**src/rtl/input_map_pkg.sv**
```systemverilog
// Shared constants and types for the arcade input mapper: scan codes,
// joystick bit layout, rotation and coin FSM encodings.
package input_map_pkg;

  localparam logic [7:0] PS2_BREAK = 8'hF0;
  localparam logic [7:0] PS2_EXT   = 8'hE0;

  // Player 0 keys
  localparam logic [8:0] SC_UP    = 9'h175;
  localparam logic [8:0] SC_DOWN  = 9'h172;
  localparam logic [8:0] SC_LEFT  = 9'h16B;
  localparam logic [8:0] SC_RIGHT = 9'h174;
  localparam logic [8:0] SC_CTRL  = 9'h014;
  localparam logic [8:0] SC_SPACE = 9'h029;
  localparam logic [8:0] SC_ALT   = 9'h011;
  localparam logic [8:0] SC_SHIFT = 9'h012;
  localparam logic [8:0] SC_Z     = 9'h01A;
  localparam logic [8:0] SC_F1    = 9'h005;
  localparam logic [8:0] SC_5     = 9'h02E;

  // Player 1 keys
  localparam logic [8:0] SC_R  = 9'h02D;
  localparam logic [8:0] SC_F  = 9'h02B;
  localparam logic [8:0] SC_D  = 9'h023;
  localparam logic [8:0] SC_G  = 9'h034;
  localparam logic [8:0] SC_A  = 9'h01C;
  localparam logic [8:0] SC_S  = 9'h01B;
  localparam logic [8:0] SC_Q  = 9'h015;
  localparam logic [8:0] SC_W  = 9'h01D;
  localparam logic [8:0] SC_F2 = 9'h006;
  localparam logic [8:0] SC_6  = 9'h036;

  typedef enum logic [1:0] {ROT_0, ROT_90, ROT_180, ROT_270} rot_e;
  typedef enum logic [1:0] {IDLE, PULSE, GAP} coin_state_e;

  localparam int unsigned JS_R = 0;
  localparam int unsigned JS_L = 1;
  localparam int unsigned JS_D = 2;
  localparam int unsigned JS_U = 3;

  function automatic int unsigned js_fire(input int unsigned idx);
    return 32'd4 + idx;
  endfunction

  function automatic int unsigned js_start(input int unsigned buttons);
    return 32'd4 + buttons;
  endfunction

  function automatic int unsigned js_coin(input int unsigned buttons);
    return 32'd5 + buttons;
  endfunction

  // Coin counter is at least 16 bits, wider only when a length needs it.
  function automatic int unsigned cnt_width(input int unsigned pulse, input int unsigned gap);
    int unsigned m;
    m = (pulse > gap) ? pulse : gap;
    return (m < 32'd65536) ? 32'd16 : 32'($clog2(m + 32'd1));
  endfunction

  // Direction vectors are {U,D,L,R}; maps raw directions to screen directions.
  function automatic logic [3:0] rotate_dir(input logic [3:0] d, input rot_e r);
    case (r)
      ROT_90:  return {d[JS_L], d[JS_R], d[JS_D], d[JS_U]};
      ROT_180: return {d[JS_D], d[JS_U], d[JS_R], d[JS_L]};
      ROT_270: return {d[JS_R], d[JS_L], d[JS_U], d[JS_D]};
      default: return d;
    endcase
  endfunction

endpackage

```
**src/rtl/coin_pulser.sv**
```systemverilog
// Turns a coin request rising edge into a fixed-width pulse followed by a
// lockout gap; edges arriving during the pulse or gap are dropped.
module coin_pulser
  import input_map_pkg::*;
#(
  parameter int unsigned PULSE_LEN = 50000,
  parameter int unsigned GAP_LEN   = 100000,
  parameter int unsigned CNT_W     = 17
) (
  input  logic clk_sys,
  input  logic reset_n,
  input  logic req,
  output logic coin
);

  coin_state_e      state;
  logic             req_d;
  logic [CNT_W-1:0] cnt;

  always_ff @(posedge clk_sys or negedge reset_n) begin
    if (!reset_n) begin
      state <= IDLE;
      req_d <= 1'b0;
      cnt   <= '0;
      coin  <= 1'b0;
    end else begin
      req_d <= req;
      case (state)
        IDLE: begin
          if (req && !req_d) begin
            state <= PULSE;
            cnt   <= CNT_W'(PULSE_LEN - 32'd1);
            coin  <= 1'b1;
          end
        end
        PULSE: begin
          if (cnt == '0) begin
            coin <= 1'b0;
            if (GAP_LEN == 32'd0) begin
              state <= IDLE;
            end else begin
              state <= GAP;
              cnt   <= CNT_W'(GAP_LEN);
            end
          end else begin
            cnt <= cnt - 1'b1;
          end
        end
        GAP: begin
          if (cnt == '0) state <= IDLE;
          else           cnt   <= cnt - 1'b1;
        end
        default: begin
          state <= IDLE;
          coin  <= 1'b0;
        end
      endcase
    end
  end

endmodule

```
**src/rtl/arcade_input_mapper.sv**
```systemverilog
// Keyboard + joystick front end: PS/2 key latches, merge, rotation, coin pulses.
// Define INPUT_MAPPER_AUTOFIRE_EN to build the autofire toggle on p_btn[0].
module arcade_input_mapper
  import input_map_pkg::*;
#(
  parameter int unsigned PLAYERS      = 2,
  parameter int unsigned BUTTONS      = 2,
  parameter int unsigned COIN_PULSE   = 50000,
  parameter int unsigned COIN_GAP     = 100000,
  parameter int unsigned AUTOFIRE_DIV = 300000
) (
  input  logic                         clk_sys,
  input  logic                         reset_n,
  input  logic [64:0]                  ps2_key,
  input  logic [15:0]                  joystick_0,
  input  logic [15:0]                  joystick_1,
  input  logic [1:0]                   rotate,
  input  logic                         coin_on_start,
  input  logic                         autofire,
  output logic [4*PLAYERS-1:0]         p_dir,
  output logic [BUTTONS*PLAYERS-1:0]   p_btn,
  output logic [PLAYERS-1:0]           p_start,
  output logic [PLAYERS-1:0]           p_coin
);

  localparam int unsigned CNT_W    = cnt_width(COIN_PULSE, COIN_GAP);
  localparam int unsigned AF_W     = 20;
  localparam int unsigned IX_START = js_start(BUTTONS);
  localparam int unsigned IX_COIN  = js_coin(BUTTONS);

  logic            old_tgl;
  logic            key_event;
  logic            pressed;
  logic            extended;
  logic [8:0]      code;

  logic [1:0][3:0] kb_dir;
  logic [1:0][3:0] kb_fire;
  logic [1:0]      kb_start;
  logic [1:0]      kb_coin;

  logic [1:0][15:0] js;
  logic [1:0][3:0]  raw_dir;
  logic [1:0][3:0]  raw_fire;
  logic [1:0]       raw_start;
  logic [1:0]       raw_coin;
  logic [1:0]       coin_req;
  logic             fire0_next;

  // Event decode; events with junk in the upper word decode to no key.
  always_comb begin
    key_event = (old_tgl != ps2_key[64]);
    pressed   = (ps2_key[15:8] != PS2_BREAK);
    extended  = (ps2_key[15:8] == PS2_EXT);
    code      = (ps2_key[63:24] == '0) ? {extended, ps2_key[7:0]} : 9'h000;
  end

  // Arrow keys match on the low byte so plain F0 breaks release them too.
  always_ff @(posedge clk_sys or negedge reset_n) begin
    if (!reset_n) begin
      old_tgl  <= 1'b0;
      kb_dir   <= '0;
      kb_fire  <= '0;
      kb_start <= '0;
      kb_coin  <= '0;
    end else begin
      old_tgl <= ps2_key[64];
      if (key_event) begin
        if (code[7:0] == SC_UP[7:0])    kb_dir[0][JS_U] <= pressed;
        if (code[7:0] == SC_DOWN[7:0])  kb_dir[0][JS_D] <= pressed;
        if (code[7:0] == SC_LEFT[7:0])  kb_dir[0][JS_L] <= pressed;
        if (code[7:0] == SC_RIGHT[7:0]) kb_dir[0][JS_R] <= pressed;
        if (code == SC_CTRL || code == SC_SPACE) kb_fire[0][0] <= pressed;
        if (BUTTONS > 32'd1 && code == SC_ALT)   kb_fire[0][1] <= pressed;
        if (BUTTONS > 32'd2 && code == SC_SHIFT) kb_fire[0][2] <= pressed;
        if (BUTTONS > 32'd3 && code == SC_Z)     kb_fire[0][3] <= pressed;
        if (code == SC_F1) kb_start[0] <= pressed;
        if (code == SC_5)  kb_coin[0]  <= pressed;
        if (PLAYERS > 32'd1) begin
          if (code == SC_R) kb_dir[1][JS_U] <= pressed;
          if (code == SC_F) kb_dir[1][JS_D] <= pressed;
          if (code == SC_D) kb_dir[1][JS_L] <= pressed;
          if (code == SC_G) kb_dir[1][JS_R] <= pressed;
          if (code == SC_A)                    kb_fire[1][0] <= pressed;
          if (BUTTONS > 32'd1 && code == SC_S) kb_fire[1][1] <= pressed;
          if (BUTTONS > 32'd2 && code == SC_Q) kb_fire[1][2] <= pressed;
          if (BUTTONS > 32'd3 && code == SC_W) kb_fire[1][3] <= pressed;
          if (code == SC_F2) kb_start[1] <= pressed;
          if (code == SC_6)  kb_coin[1]  <= pressed;
        end
      end
    end
  end

  // Single-player builds fold both joysticks onto player 0.
  assign js[0] = (PLAYERS == 32'd1) ? (joystick_0 | joystick_1) : joystick_0;
  assign js[1] = joystick_1;

  always_comb begin
    raw_dir   = '0;
    raw_fire  = '0;
    raw_start = '0;
    raw_coin  = '0;
    for (int unsigned p = 0; p < PLAYERS; p++) begin
      raw_dir[p] = kb_dir[p] | js[p][3:0];
      for (int unsigned b = 0; b < BUTTONS; b++) begin
        raw_fire[p][b] = kb_fire[p][b] | js[p][js_fire(b)];
      end
      raw_start[p] = kb_start[p] | js[p][IX_START];
      raw_coin[p]  = kb_coin[p]  | js[p][IX_COIN];
    end
  end

`ifdef INPUT_MAPPER_AUTOFIRE_EN
  logic            af_active;
  logic            af_phase;
  logic [AF_W-1:0] af_cnt;

  assign af_active = autofire & raw_fire[0][0];

  // Phase 0 is the high half; the counter restarts whenever fire 0 is released.
  always_ff @(posedge clk_sys or negedge reset_n) begin
    if (!reset_n) begin
      af_cnt   <= '0;
      af_phase <= 1'b0;
    end else if (!af_active) begin
      af_cnt   <= '0;
      af_phase <= 1'b0;
    end else if (af_cnt == AF_W'(AUTOFIRE_DIV - 32'd1)) begin
      af_cnt   <= '0;
      af_phase <= ~af_phase;
    end else begin
      af_cnt <= af_cnt + 1'b1;
    end
  end

  assign fire0_next = af_active ? ~af_phase : raw_fire[0][0];
`else
  assign fire0_next = raw_fire[0][0];
`endif

  // Output and coin-request registers.
  always_ff @(posedge clk_sys or negedge reset_n) begin
    if (!reset_n) begin
      p_dir    <= '0;
      p_btn    <= '0;
      p_start  <= '0;
      coin_req <= '0;
    end else begin
      for (int unsigned p = 0; p < PLAYERS; p++) begin
        p_dir[4*p +: 4] <= rotate_dir(raw_dir[p], rot_e'(rotate));
        for (int unsigned b = 0; b < BUTTONS; b++) begin
          p_btn[BUTTONS*p + b] <= raw_fire[p][b];
        end
        p_start[p]  <= raw_start[p];
        coin_req[p] <= raw_coin[p] | (coin_on_start & raw_start[p]);
      end
      p_btn[0] <= fire0_next;
    end
  end

  for (genvar p = 0; p < PLAYERS; p++) begin : g_coin
    coin_pulser #(
      .PULSE_LEN (COIN_PULSE),
      .GAP_LEN   (COIN_GAP),
      .CNT_W     (CNT_W)
    ) u_coin (
      .clk_sys (clk_sys),
      .reset_n (reset_n),
      .req     (coin_req[p]),
      .coin    (p_coin[p])
    );
  end

  logic unused_bits;
  assign unused_bits = ^{ps2_key[23:16], joystick_0, joystick_1, autofire,
                         raw_dir, raw_fire, coin_req, kb_fire};

endmodule
```
**config.mk**
```make
export PLATFORM = sky130hd
export DESIGN_NAME = arcade_input_mapper
export DESIGN_NICKNAME = d
export VERILOG_FILES = /design/src/rtl/input_map_pkg.sv /design/src/rtl/coin_pulser.sv /design/src/rtl/arcade_input_mapper.sv
export SDC_FILE = /design/constraint.sdc
export NUM_CORES = 1
export LEC_CHECK = 0
export BUFFER_PORTS_ARGS = -buffer_cell sky130_fd_sc_hd__buf_2
export CAP_MARGIN = 20
export CORE_UTILIZATION = 57
export CTS_CLUSTER_SIZE = 8
export DETAILED_ROUTE_END_ITERATION = 8
export HOLD_SLACK_MARGIN = 0.08
export PLACE_DENSITY = 0.86
export SLEW_MARGIN = 30
export SYNTH_ARGS = -nofsm -noshare
export SYNTH_HDL_FRONTEND = slang
export SYNTH_SLANG_ARGS = --single-unit
```
**constraint.sdc**
```tcl
create_clock -name clk_sys -period 4.97 [get_ports clk_sys]
set_input_delay 0.994 -clock clk_sys [delete_from_list [all_inputs] [get_ports clk_sys]]
set_output_delay 0.994 -clock clk_sys [all_outputs]
set_load 0.05 [all_outputs]
```
# Yosys cells after proc, flatten, opt, wreduce, memory -nomap -nowiden
# Cells that the tools add are included.
word_totals:
  regBits: 75
  inputBits: 103
  out_inout_bits: 16
  wordCells: 141
op_classes:
  addsub: 2
  eq_ne: 35
  mux: 25
  n_bitwise: 16
  reduce_logical: 34
op_table:
  columns: ["op", "count"]
  rows:
  - ["17-bit 2-to-1 mux", 6]
  - ["17-bit one-hot mux with 3 select lines", 2]
  - ["9-bit by 6-bit == test with 1-bit output (second input constant)", 7]
  - ["40-bit logical NOT", 1]
  - ["9-bit by 5-bit == test with 1-bit output (second input constant)", 4]
  - ["17-bit logical NOT", 2]
  - ["17-bit by 1-bit subtractor with 17-bit output (second input constant)", 2]
  - ["8-bit by 7-bit == test with 1-bit output (second input constant)", 4]
  - ["2-bit AND reduction", 16]
  - ["4-bit one-hot mux with 3 select lines", 2]
  - ["9-bit by 3-bit == test with 1-bit output (second input constant)", 2]
  - ["3-bit AND reduction", 6]
  - ["2-bit 2-to-1 mux", 6]
  - ["2-bit by 1-bit != test with 1-bit output (second input constant)", 6]
  - ["2-bit one-hot mux with 3 select lines", 2]
  - ["1-bit bitwise OR", 10]
  - ["9-bit 2-to-1 mux", 1]
  - ["2-bit == test (second input constant)", 4]
  - ["8-bit == test (second input constant)", 1]
  - ["8-bit != test (second input constant)", 1]
  - ["4-bit bitwise OR", 2]
  - ["2-bit by 1-bit == test with 1-bit output (second input constant)", 3]
  - ["1-bit one-hot mux with 3 select lines", 2]
  - ["3-bit nonzero test", 2]
  - ["9 further kinds", 18]

# Logic depth before layout (Yosys ltp)
# Gate-level depths: netlist of the first run.
depth:
  ltp_word: 5
  depth_mapped: 10
  depth_no_buf: 7

# Cells and area by module
# Synthesis of the first run repeated with hierarchy kept, for this count alone.
unflattened:
  cells_unflattened: 469
  hier_area_um2: 4443.0
by_module_without_submodules:
  columns: ["mod", "n_inst", "cells_per_inst", "area_each_um2", "seq_area_each_um2"]
  rows:
  - ["coin_pulser", 2, 155, 1376.3, 525.5]
  - ["arcade_input_mapper", 1, 159, 1690.4, 825.8]

# Least setup slack after synthesis of the first run
# Ideal clock, no wire load.
synth_timing:
  path_kind: "input port to flip-flop"
  from: "in ps2_key[45]"
  to: "reg kb_fire[0] in the netlist's numbering"
  setup_ns: 0.125
  t_arrival_ns: 2.535
  required_time_ns: 4.845
  setup_slack_ns: 2.310
  path_stages: 6
  n_path_buf: 1
  path_cell_list: "nor4_1 > nand4_1 > nor3_1 > clkbuf_1 > o21ai_0 > mux2_2"
synth_via:
  elab_chain_len: 5
  word_cells_on_any_way: 6
  cone_classes: "eq/ne (2); mux (1); reduce/logical (3)"
synth_rtl:
  columns: ["item", "line", "rtl"]
  rows:
  - ["start, declared", "arcade_input_mapper.sv:14", "input logic [64:0] ps2_key,"]
  - ["40-bit logical NOT *", "arcade_input_mapper.sv:55", "code = (ps2_key[63:24] == '0) ? {extended, ps2_key[7:0]} : 9'h000;"]
  - ["9-bit 2-to-1 mux *", "arcade_input_mapper.sv:55", null]
  - ["9-bit by 5-bit == test with 1-bit output or 9-bit by 6-bit == test with 1-bit output (tied branches)", "arcade_input_mapper.sv:73", "if (code == SC_CTRL || code == SC_SPACE) kb_fire[0][0] <= pressed;"]
  - ["1-bit logical OR *", "arcade_input_mapper.sv:73", null]
  - ["2-bit AND reduction (no source line) *", null, null]
  - ["end, declared", "arcade_input_mapper.sv:38", "logic [1:0][3:0] kb_fire;"]
# Mark *: on every way between the ends. The rest lies on a longest branch, timed or not.
# A chain may end at the register's enable or synchronous reset.

# Worst setup path in the final report of the first run
layout_timing:
  from: "reg g_coin[1].u_coin.cnt[3]"
  to: "reg g_coin[1].u_coin.cnt[2]"
layout_via:
  elab_chain_len: 3
  word_cells_on_any_way: 5
  cone_classes: "eq/ne (1); mux (2); reduce/logical (2)"
layout_rtl:
  columns: ["item", "line", "rtl"]
  rows:
  - ["start, declared", "coin_pulser.sv:18", "logic [CNT_W-1:0] cnt;"]
  - ["start signal, assigned", "coin_pulser.sv:32", "cnt <= CNT_W'(PULSE_LEN - 32'd1);"]
  - ["start signal, assigned", "coin_pulser.sv:43", "cnt <= CNT_W'(GAP_LEN);"]
  - ["start signal, assigned", "coin_pulser.sv:46", "cnt <= cnt - 1'b1;"]
  - ["17-bit logical NOT *", "coin_pulser.sv:37, coin_pulser.sv:50", null]
  - ["17-bit 2-to-1 mux or 2-bit != test (tied branches)", null, null]
  - ["17-bit one-hot mux with 3 select lines or 3-bit AND reduction (tied branches)", null, null]
# Marked as above.

==> impl_metrics.py, run 1 <==
metrics = {
    "cts": {
        "htree_levels": 3,
        "clk_pin_slew_worst_paths_ns": 0.08,
        "tritoncts": "done",
        "numCtsBuffers": 9,
        "clk_path_buf_depth": 2,
        "post_cts_resized": 0,
        "cts_root_buf": "clkbuf_8",
        "worstSkewPairLatency_ns": 0.36,
        "hold_buffers": 0,
        "clock-sinks": 75,
        "post-cts-setup-buffers": 0,
    },
    "logic_synthesis": {
        "netlist_instances": 460,
        "synth.largest_area_cell": "dfrtp_1",
        "syn-cell-area_um2": 4320,
        "ys_ff_latch": 75,
        "synth.distinct_cells": 58,
        "synth-edff-count": 0,
        "syn_nets": 573,
        "avgSynthCellArea_um2": 9.39,
        "yosys_warnings": 0,
        "synthFlopType": "dfrtp_1",
        "netlist.area_leader.share_pct": 43.4,
        "ys_async_sr_fraction_pct": 100,
        "ys_seq_area_share_pct": 43.4,
        "synthTopCellsByArea": "dfrtp_1 43%, mux2_2 6.5%, nor3_1 3.9%",
    },
    "placement": {
        "io_buffers": 93,
        "dpl_cell_area_um2": 4840,
        "place_congestion": 0.883,
        "hpwl_um": 7630,
    },
    "worst_setup_path": {
        "cp_data_required_time_ns": 5.21,
        "critPathLaunch": "g_coin[1].u_coin.cnt[3]$_DFFE_PN0P_",
        "reg2regPathDepth": 5,
        "cp_top_family": "compound AO/OA/AOI/OAI gates",
        "path_buf_inv": 0,
        "arrival_ns": 2.84,
        "path_depth": 5,
        "timing.rr.start": "g_coin[1].u_coin.cnt[3]$_DFFE_PN0P_",
        "slowest_delay_ns": 0.69,
        "crit_fanout": 9,
        "crit_type": "reg2reg",
        "crit_chain": "nor3_1, nand4_1, o31ai_2, o21ai_0, a22o_1",
        "cpMaxStageDelayCell": "o31ai_2",
        "critPathLaunchType": "flip-flop",
        "end_kind": "flip-flop",
    },
    "global_routing": {
        "grt-ovfl-total": 0,
        "grt_usage_pct": 28.5,
        "grt_use_met2_pct": 49.4,
        "busiest_layer": "met2",
        "grt_max_degree": 76,
        "antenna_found_initial": 0,
        "grt_pass1_vias": 3788,
        "globalRouteMet1Util_pct": 35.5,
        "grt_use_met3_pct": 6.37,
        "grt_pass1_wl_um": 17300,
    },
    "cells_and_area": {
        "fill_cells": 551,
        "syn_to_final_growth_pct": 17.0,
        "antenna_cells": 0,
        "layout_commonest_cell": "buf_2",
        "multiInputGateArea_um2": 2300,
        "drive_gt1_share_pct": 28.5,
        "finalNetCount": 658,
        "layout_common_cells": "92 x buf_2, 75 x dfrtp_1, 37 x nor2_1",
        "stdcell_area_um2": 5050,
        "regArea_um2": 1880,
    },
    "sta": {
        "final.setup_skew_ns": 0.00970,
        "tightest_slew_ns": 0.707,
        "finalHoldViolCount": 0,
        "max-slew-margin-rel_pct": 52.5,
        "timing.hold.ws_ns": 0.394,
        "rsz0062_at_grt": "false",
        "min_period_ns": 2.59,
        "slew_viol_final": 0,
        "finalSetupViolations": 0,
        "tns_ns": 0,
        "finalCritPeriodShare_pct": 52.2,
        "max_freq_mhz": 386,
    },
    "worst_hold_path": {
        "worstHoldStart": "coin_req[0]$_DFF_PN0_",
        "hold_path_class": "reg2reg",
        "worstHoldPathCells": 0,
    },
    "routing": {
        "drtIter0Drc": 446,
        "drt-total-wl_um": 10500,
        "wl_per_cell_um": 16.1,
        "first_pass_iters": 5,
        "vias_per_cell": 6.32,
        "vias": 4103,
        "drtAntennaViolNets": 0,
        "drc": 0,
    },
    "outcome": {
        "status": "completed",
    },
    "run": {
        "cap_viol_max_count": 0,
    },
    "die": {
        "core_um2": 7290,
        "die_area_um2": 7930,
        "start_util_pct": 59.2,
        "dieHeight_um": 89.1,
        "io_pins": 119,
        "rows": 31,
        "die_w_um": 89.1,
    },
    "power_and_ir_drop": {
        "intPower_mw": 1.29,
        "power.density_nw_per_um2": 433,
        "ir_worst_vdd_v": 0.000188,
        "swShare_pct": 41.2,
        "leakage_nw": 2.28,
        "p_seq_share_pct": 37.4,
        "p_sw_mw": 0.900,
        "pwr-share-comb_pct": 40.1,
        "p_clk_share_pct": 22.5,
    },
}
## worst reg2reg max path, stage by stage, from the launching register on
cell,delay (ns)
dfrtp_1,0.42
nor3_1,0.49
nand4_1,0.47
o31ai_2,0.70
o21ai_0,0.16
a22o_1,0.26
## worst paths after layout
path | end | slack (ns)
max | g_coin[1].u_coin.cnt[2]$_DFFE_PN0P_ | 2.38
min | g_coin[0].u_coin.req_d$_DFF_PN0_ | 0.39
max reg2reg | g_coin[1].u_coin.cnt[2]$_DFFE_PN0P_ | 2.38
min reg2reg | g_coin[0].u_coin.req_d$_DFF_PN0_ | 0.39
max in group asynchronous | kb_dir[1]$_DFFE_PN0P_ | 3.88
min in group asynchronous | g_coin[0].u_coin.cnt[12]$_DFFE_PN0P_ | 0.65
## per-stage QoR
stage | total power, mW | std cells | utilization, % | setup WS [ns]
2_1_floorplan | 1.48 | 460 | - | 2.31
3_3_place_gp | 1.64 | 633 | 66.4 | 2.16
3_5_place_dp | 1.69 | 633 | 66.4 | 2.09
4_1_cts | 2.18 | 649 | 69.3 | 2.42
5_1_grt | 2.33 | 649 | 69.3 | 2.14
6_report | 2.19 | 649 | 69.3 | 2.38
## layer usage
| layer | vias up | part of all wire [%] |
|---|---|---|
| met3 | 23 | 6.9 |
| met1 | 1949 | 40 |
| li1 | 1919 | - |
| met2 | 212 | 51 |
| met5 | - | 0 |
| met4 | 0 | 2.1 |
## flip-flops by register name, indices dropped and copies added (netlist names), 4 cells and up
signal / count
g_coin.u_coin.cnt: 34
kb_dir: 8
p_dir: 8
g_coin.u_coin.state: 4
kb_fire: 4
p_btn: 4
## cells by family (layout without fill, tap and decap cells)
family | after synthesis | count (layout) | share of synthesized area [%]
adder cells (fa/ha/maj) | 10 | 10 | 2.90
multiplexers | 26 | 26 | 6.75
XOR/XNOR | 1 | 1 | 0.203
buffers and inverters | 36 | 126 | 3.36
flip-flops | 75 | 75 | 43.4
AND/OR/NAND/NOR | 189 | 189 | 24.3
AO/OA/AOI/OAI | 123 | 123 | 19.1
## cells in the mapped netlist (4+ instances only)
| library cell | number |
|---|---|
| or4_1 | 6 |
| clkbuf_1 | 16 |
| nor2b_1 | 5 |
| o31ai_1 | 6 |
| nand4_1 | 15 |
| o21ai_0 | 20 |
| nand3b_1 | 4 |
| inv_1 | 15 |
| nand3_1 | 12 |
| nand2_1 | 16 |
| or2_2 | 11 |
| mux2_2 | 25 |
| ha_1 | 10 |
| nor3b_1 | 5 |
| nor2_1 | 37 |
| nor4_1 | 15 |
| a22o_1 | 8 |
| a31oi_1 | 14 |
| a21oi_1 | 33 |
| or3_1 | 7 |
| o21ai_1 | 4 |
| o211ai_1 | 5 |
| o22a_1 | 6 |
| dfrtp_1 | 75 |
| nor3_1 | 34 |
| nand2b_1 | 8 |
## power by group through the flow
stage / registers (mW) / logic, mW / clock network, mW
2_1_floorplan: 0.837 / 0.641 / 0
3_3_place_gp: 0.820 / 0.824 / 0
3_5_place_dp: 0.826 / 0.861 / 0
4_1_cts: 0.816 / 0.862 / 0.499
5_1_grt: 0.833 / 0.966 / 0.531
6_report: 0.819 / 0.876 / 0.492
## layout make-up
cell class / count / share of cell area (%)
Clock buffer: 9 / 2.45
Clock inverter: 7 / 1.61
Inverter: 15 / 1.11
Multi-Input combinational cell: 349 / 45.6
Sequential cell: 75 / 37.1
Tap cell: 99 / 2.45
Timing Repair Buffer: 95 / 9.63
Note: power is estimated with default switching activity, not from simulation.
==> run 2, diff against run 1 <==
--- a/config.mk
+++ b/config.mk
@@ -7,11 +7,11 @@
 export LEC_CHECK = 0
 export BUFFER_PORTS_ARGS = -buffer_cell sky130_fd_sc_hd__buf_2
 export CAP_MARGIN = 20
-export CORE_UTILIZATION = 57
+export CORE_UTILIZATION = 53
 export CTS_CLUSTER_SIZE = 8
 export DETAILED_ROUTE_END_ITERATION = 8
 export HOLD_SLACK_MARGIN = 0.08
-export PLACE_DENSITY = 0.86
+export PLACE_DENSITY = 0.81
 export SLEW_MARGIN = 30
 export SYNTH_ARGS = -nofsm -noshare
 export SYNTH_HDL_FRONTEND = slang
==> constraint.sdc (replaced) <==
create_clock -name clk_sys -period 2.4 [get_ports clk_sys]
set_input_delay 0.48 -clock clk_sys [delete_from_list [all_inputs] [get_ports clk_sys]]
set_output_delay 0.48 -clock clk_sys [all_outputs]
set_load 0.05 [all_outputs]
==> run 2 against run 1 <==
Final area up 4.9%. Routed wire length up 4.8%. Register-to-register slack got worse by 2.3 ns. Utilization is 1.4 points lower. Fmax rose by 11%. Critical path type unchanged.
==> impl_metrics.py, run 2 (same netlist as run 1, synthesis figures left out) <==
metrics = {
    "die": {
        "start_util_pct": 55.3,
        "die_w_um": 92.3,
        "core_um2": 7810,
        "die_area_um2": 8520,
        "io_pins": 119,
        "rows": 32,
        "dieHeight_um": 92.3,
    },
    "power_and_ir_drop": {
        "power.density_nw_per_um2": 892,
        "leakage_nw": 2.43,
        "p_clk_share_pct": 19.8,
        "ir_worst_vdd_v": 0.000362,
        "pwr-share-comb_pct": 44.4,
        "p_seq_share_pct": 35.8,
        "intPower_mw": 2.76,
        "p_total_mw": 4.73,
        "swShare_pct": 41.7,
        "p_sw_mw": 1.97,
    },
    "global_routing": {
        "grt_usage_pct": 27.1,
        "grt_pass1_vias": 4086,
        "grt_max_degree": 40,
        "antenna_found_initial": 0,
        "grt_pass1_wl_um": 18200,
        "grt-ovfl-total": 0,
    },
    "cells_and_area": {
        "syn_to_final_growth_pct": 22.7,
        "top_register": "g_coin.u_coin.cnt",
        "reg_top3": "g_coin.u_coin.cnt (34), kb_dir (8), p_dir (8)",
        "largest_reg_flops": 34,
        "drive_gt1_share_pct": 32.6,
        "fill_cells": 611,
        "layout_commonest_cell": "buf_2",
        "final_cells": 682,
        "antenna_cells": 0,
        "layout_common_cells": "92 x buf_2, 75 x dfrtp_1, 37 x nor2_1",
        "finalNetCount": 688,
    },
    "sta": {
        "max-slew-margin-rel_pct": 60.2,
        "finalCritPeriodShare_pct": 97.3,
        "slew_viol_final": 0,
        "tns_ns": 0,
        "finalSetupViolations": 0,
        "rsz0062_at_grt": "false",
        "min_period_ns": 2.33,
        "finalHoldViolCount": 0,
        "max_freq_mhz": 428,
        "tightest_slew_ns": 0.593,
        "final.setup_skew_ns": 0.00778,
    },
    "routing": {
        "drc": 0,
        "drtIter0Drc": 356,
        "first_pass_iters": 5,
        "drtAntennaViolNets": 0,
        "vias_per_cell": 6.17,
        "wl_per_cell_um": 16.1,
        "vias": 4210,
        "drt-total-wl_um": 11000,
    },
    "worst_hold_path": {
        "hold_path_class": "in2async",
    },
    "worst_setup_path": {
        "arrival_ns": 2.59,
        "critPathLaunchType": "flip-flop",
        "cp_data_required_time_ns": 2.65,
        "crit_type": "reg2reg",
        "crit_fanout": 9,
        "end_kind": "flip-flop",
    },
    "cts": {
        "worstSkewPairLatency_ns": 0.36,
        "numCtsBuffers": 9,
        "clk_path_buf_depth": 2,
        "clock-sinks": 75,
        "tritoncts": "done",
        "clk_pin_slew_worst_paths_ns": 0.09,
        "cts_root_buf": "clkbuf_8",
        "htree_levels": 3,
    },
    "run": {
        "cap_viol_max_count": 0,
    },
    "placement": {
        "place_congestion": 0.916,
        "placed_cells": 665,
        "hpwl_um": 8250,
        "io_buffers": 93,
    },
    "outcome": {
        "status": "completed",
    },
}
run 2: cell count changes in the layout (fill, tap and decap cells not counted), sizes merged:
cell | previous run | this run
bufinv | 1 | 0
clkinvlp | 0 | 1
buf | 95 | 125
inv | 18 | 19
clkinv | 3 | 2
run 2: final timing paths:
kind	startpoint	endpoint	slack, ns	cells past startpoint
setup / recovery	g_coin[0].u_coin.cnt[13]$_DFFE_PN0P_	g_coin[0].u_coin.cnt[14]$_DFFE_PN0P_	0.07	6
hold / removal	reset_n	g_coin[1].u_coin.cnt[6]$_DFFE_PN0P_	0.08	1
setup reg to reg	g_coin[0].u_coin.cnt[13]$_DFFE_PN0P_	g_coin[0].u_coin.cnt[14]$_DFFE_PN0P_	0.07	6
hold reg to reg	coin_req[0]$_DFF_PN0_	g_coin[0].u_coin.req_d$_DFF_PN0_	0.40	0
max in group asynchronous	reset_n	g_coin[0].u_coin.cnt[16]$_DFFE_PN0P_	1.75	2
min in group clk_sys	ps2_key[64]	old_tgl$_DFF_PN0_	0.25	1
run 2: power by group through the flow:
stage / clock network (mW) / logic, mW / registers [mW]
finish: 0.935 / 2.10 / 1.69
global route: 0.996 / 2.30 / 1.73
CTS: 0.946 / 2.02 / 1.69
detailed placement: 0 / 2.01 / 1.71
global placement: 0 / 1.93 / 1.69
floorplan: 0 / 1.33 / 1.73
run 2: per-layer routing:
layer / global-route usage, % / wire length, um / part of all wire, % / up-vias
met2: 46.5 / 5490 / 50 / 181
met1: 33.5 / 4540 / 41 / 2011
met5: 0 / 0 / 0 / -
met4: 13.9 / 311 / 2.8 / 0
li1: - / - / - / 1989
met3: 3.48 / 606 / 5.5 / 29
run 2: metrics by stage:
step / hold WS (ns) / setup slack (ns) / util, % / instance area, um^2
after floorplan: 0.184 / 0.0785 / - / 4320
after detailed placement: 0.389 / 0.0245 / 65.0 / 5070
after global placement: 0.369 / 0.0560 / 65.0 / 5070
after global routing: 0.133 / 0.00848 / 67.9 / 5300
after CTS: 0.100 / 0.00312 / 67.3 / 5260
final: 0.0826 / 0.0656 / 67.9 / 5300
run 2: repair_timing:
item	CTS	global route
hold buffers	0	0
gates resized for setup	0	8
hold endpoints to repair	0	0
endpoints found under the setup margin	0	16
setup buffers	0	1
run 2: critical path: stages (launching register included):
cell     delay [ns]
dfrtp_1        0.39
or4_4          0.55
or4_4          0.58
o31ai_4        0.24
buf_6          0.17
o21ai_1        0.08
a22o_1         0.23
run 2: layout make-up:
class	count	area, um^2	share of cell area (%)
Tap cell	102	128	2.41
Clock buffer	9	124	2.34
Sequential cell	75	1880	35.4
Clock inverter	7	58.8	1.11
Timing Repair Buffer	125	724	13.7
Multi-Input combinational cell	349	2330	44.0
Inverter	15	56.3	1.06
==> run 3, diff against run 2 <==
--- a/config.mk
+++ b/config.mk
@@ -11,8 +11,9 @@
 export CTS_CLUSTER_SIZE = 8
 export DETAILED_ROUTE_END_ITERATION = 8
 export HOLD_SLACK_MARGIN = 0.08
-export PLACE_DENSITY = 0.81
+export PLACE_DENSITY = 0.8
 export SLEW_MARGIN = 30
 export SYNTH_ARGS = -nofsm -noshare
 export SYNTH_HDL_FRONTEND = slang
+export SYNTH_HIERARCHICAL = 1
 export SYNTH_SLANG_ARGS = --single-unit
==> run 3 against run 2 <==
Register-to-register slack better by 0.03 ns. Routed wire length grew 7.4%. Clock-buffer cell count grew 1. Total power is 0.72% higher. Cell count rose by 2.3%. Sequential share of layout area down 1.2 points. Clock skew is 0.0026 ns higher. Via count is 2.2% higher. Final area increased by 3.4%. Fmax is 1.4% higher. Combinational power fell by 3%. Clock power increased by 10%. Critical path type unchanged. Critical endpoint is now g_coin[1].u_coin/cnt[6]$_DFFE_PN0P_. Largest power group unchanged. Highest routed layer unchanged.
==> impl_metrics.py, run 3 <==
metrics = {
    "worst_setup_path": {
        "end_kind": "flip-flop",
        "cp_data_required_time_ns": 2.64,
        "critPathLaunch": "g_coin[1].u_coin/cnt[1]$_DFFE_PN0P_",
        "reg2regPathDepth": 8,
        "crit_type": "reg2reg",
        "timing.rr.start": "g_coin[1].u_coin/cnt[1]$_DFFE_PN0P_",
        "critPathLaunchType": "flip-flop",
        "r2r-end": "g_coin[1].u_coin/cnt[6]$_DFFE_PN0P_",
        "crit_fanout": 5,
        "ff2ff_setup_slack_ns": 0.1,
        "arrival_ns": 2.54,
        "crit_end": "g_coin[1].u_coin/cnt[6]$_DFFE_PN0P_",
    },
    "power_and_ir_drop": {
        "p_total_mw": 4.76,
        "ir_worst_vdd_v": 0.000420,
        "leakage_nw": 2.43,
        "power.density_nw_per_um2": 869,
    },
    "sta": {
        "finalHoldViolCount": 0,
        "max-slew-margin-rel_pct": 66.0,
        "final.setup_skew_ns": 0.0104,
        "min_period_ns": 2.30,
        "finalCritPeriodShare_pct": 95.9,
        "finalSetupViolations": 0,
        "max_freq_mhz": 434,
        "slew_viol_final": 0,
        "tightest_slew_ns": 0.506,
    },
    "cts": {
        "numCtsBuffers": 9,
        "cts_root_buf": "clkbuf_8",
        "clk_path_buf_depth": 2,
        "clk_pin_slew_worst_paths_ns": 0.09,
        "worstSkewPairLatency_ns": 0.35,
        "htree_levels": 3,
        "clock-sinks": 75,
        "tritoncts": "done",
    },
    "die": {
        "dieHeight_um": 93.6,
        "start_util_pct": 54.3,
        "io_pins": 119,
        "core_um2": 8180,
        "die_w_um": 93.6,
        "rows": 33,
        "die_area_um2": 8750,
    },
    "logic_synthesis": {
        "synthTopCellsByArea": "dfrtp_1 42%, mux2_2 4.1%, nor2_1 3.9%",
        "yosys_warnings": 6,
        "netlist_instances": 469,
        "netlist.area_leader.share_pct": 42.2,
        "ys_ff_latch": 75,
        "synthTopCellsByCount": "75 x dfrtp_1, 46 x nor2_1, 32 x nand2_1",
        "synth.largest_area_cell": "dfrtp_1",
        "syn_nets": 584,
        "synth.most_common_cell": "dfrtp_1",
        "ys_seq_area_share_pct": 42.2,
        "avgSynthCellArea_um2": 9.47,
        "synth.distinct_cells": 55,
        "synth-edff-count": 0,
        "ys_async_sr_fraction_pct": 100,
        "syn-cell-area_um2": 4440,
        "synthFlopType": "dfrtp_1",
    },
    "global_routing": {
        "globalRouteMet1Util_pct": 34.7,
        "grt-ovfl-total": 0,
        "grt_use_met2_pct": 47.5,
        "busiest_layer": "met2",
        "grt_pass1_wl_um": 19000,
        "grt_max_degree": 49,
        "grt_use_met3_pct": 5.28,
        "antenna_found_initial": 0,
        "grt_pass1_vias": 4018,
        "grt_usage_pct": 28.2,
    },
    "cells_and_area": {
        "top_register": "g_coin.u_coin/cnt",
        "finalNetCount": 703,
        "reg_top3": "g_coin.u_coin/cnt (34), kb_dir (8), p_dir (8)",
        "syn_to_final_growth_pct": 23.3,
        "largest_reg_flops": 34,
        "final_cells": 698,
        "fill_cells": 656,
        "drive_gt1_share_pct": 32.4,
        "antenna_cells": 0,
        "regArea_um2": 1880,
        "multiInputGateArea_um2": 2440,
        "layout_commonest_cell": "buf_2",
        "post-route-util_pct": 67.0,
        "layout_common_cells": "92 x buf_2, 75 x dfrtp_1, 46 x nor2_1",
    },
    "placement": {
        "hpwl_um": 8810,
        "place_congestion": 0.923,
        "io_buffers": 93,
        "placed_cells": 679,
    },
    "worst_hold_path": {
        "worstHoldStart": "ps2_key[64]",
        "hold_path_class": "in2reg",
    },
    "routing": {
        "first_pass_iters": 5,
        "drt-total-wl_um": 11800,
        "drtAntennaViolNets": 0,
        "drc": 0,
        "vias_per_cell": 6.16,
        "wl_per_cell_um": 16.9,
        "vias": 4302,
        "drtIter0Drc": 384,
    },
    "run": {
        "cap_viol_max_count": 0,
    },
    "outcome": {
        "status": "completed",
    },
}
==> run 3: metal layers <==
layer  share of wire (%)  routed length, um
met4                 3.0                358
met5                   0                  0
met2                  50               5870
met1                  41               4770
met3                 6.5                759
==> run 3: report_power, final <==
| group | internal (mW) | total [mW] | switching (mW) |
|---|---|---|---|
| combinational | 0.882 | 2.04 | 1.16 |
| clock | 0.520 | 1.03 | 0.513 |
| sequential | 1.47 | 1.69 | 0.221 |
==> run 3: worst min-delay path by stage <==
stage                                            end  slack (ns)  depth (start not counted)
CTS                                old_tgl$_DFF_PN0_        0.25                          1
global placement    g_coin[0].u_coin/req_d$_DFF_PN0_        0.36                          0
finish                             old_tgl$_DFF_PN0_        0.26                          1
floorplan                      coin_req[0]$_DFF_PN0_        0.18                          0
detailed placement  g_coin[0].u_coin/req_d$_DFF_PN0_        0.37                          0
global route                       old_tgl$_DFF_PN0_        0.25                          1
==> run 3: cell type report <==
type                       instances  area share, %
multi-input combinational        364           44.5
clock inverter                     6           1.32
inverter                          10          0.685
timing repair buffer             128           14.3
sequential                        75           34.2
clock buffer                      10           2.51
tap                              105           2.40
==> run 3: logic make-up after synthesis <==
logic type | Yosys count | synth area share, %
adders and majority gates | 12 | 3.38
muxes | 24 | 6.08
and+or+nand+nor | 199 | 24.9
buffers and inverters | 30 | 3.27
DFF | 75 | 42.2
AOI/OAI and AO/OA | 128 | 20.0
xor gates and xnor gates | 1 | 0.197
==> run 3: worst max-delay path, cell delays in order (launching register included) <==
cell	delay (ns)
dfrtp_1	0.43
inv_2	0.09
ha_2	0.16
or3b_4	0.39
or3_4	0.42
o31ai_4	0.23
buf_4	0.18
o41ai_1	0.07
a22o_1	0.23
==> run 3: repair_timing <==
item	CTS	global route
endpoints found under the setup margin	0	15
endpoints found under the hold margin	27	0
hold buffers	1	0
setup buffers	0	3
gates resized for setup	0	8
==> run 3: per-stage QoR <==
| step | setup slack [ns] | instance area, um^2 | setup TNS [ns] | hold WS, ns |
|---|---|---|---|---|
| after floorplan | 0.230 | 4440 | 0 | 0.184 |
| after global placement | 0.102 | 5210 | 0 | 0.365 |
| after detailed placement | 0.0608 | 5210 | 0 | 0.369 |
| after CTS | 0.0309 | 5430 | 0 | 0.252 |
| after global routing | -0.000364 | 5480 | -0.000364 | 0.248 |
| final | 0.0978 | 5480 | 0 | 0.257 |
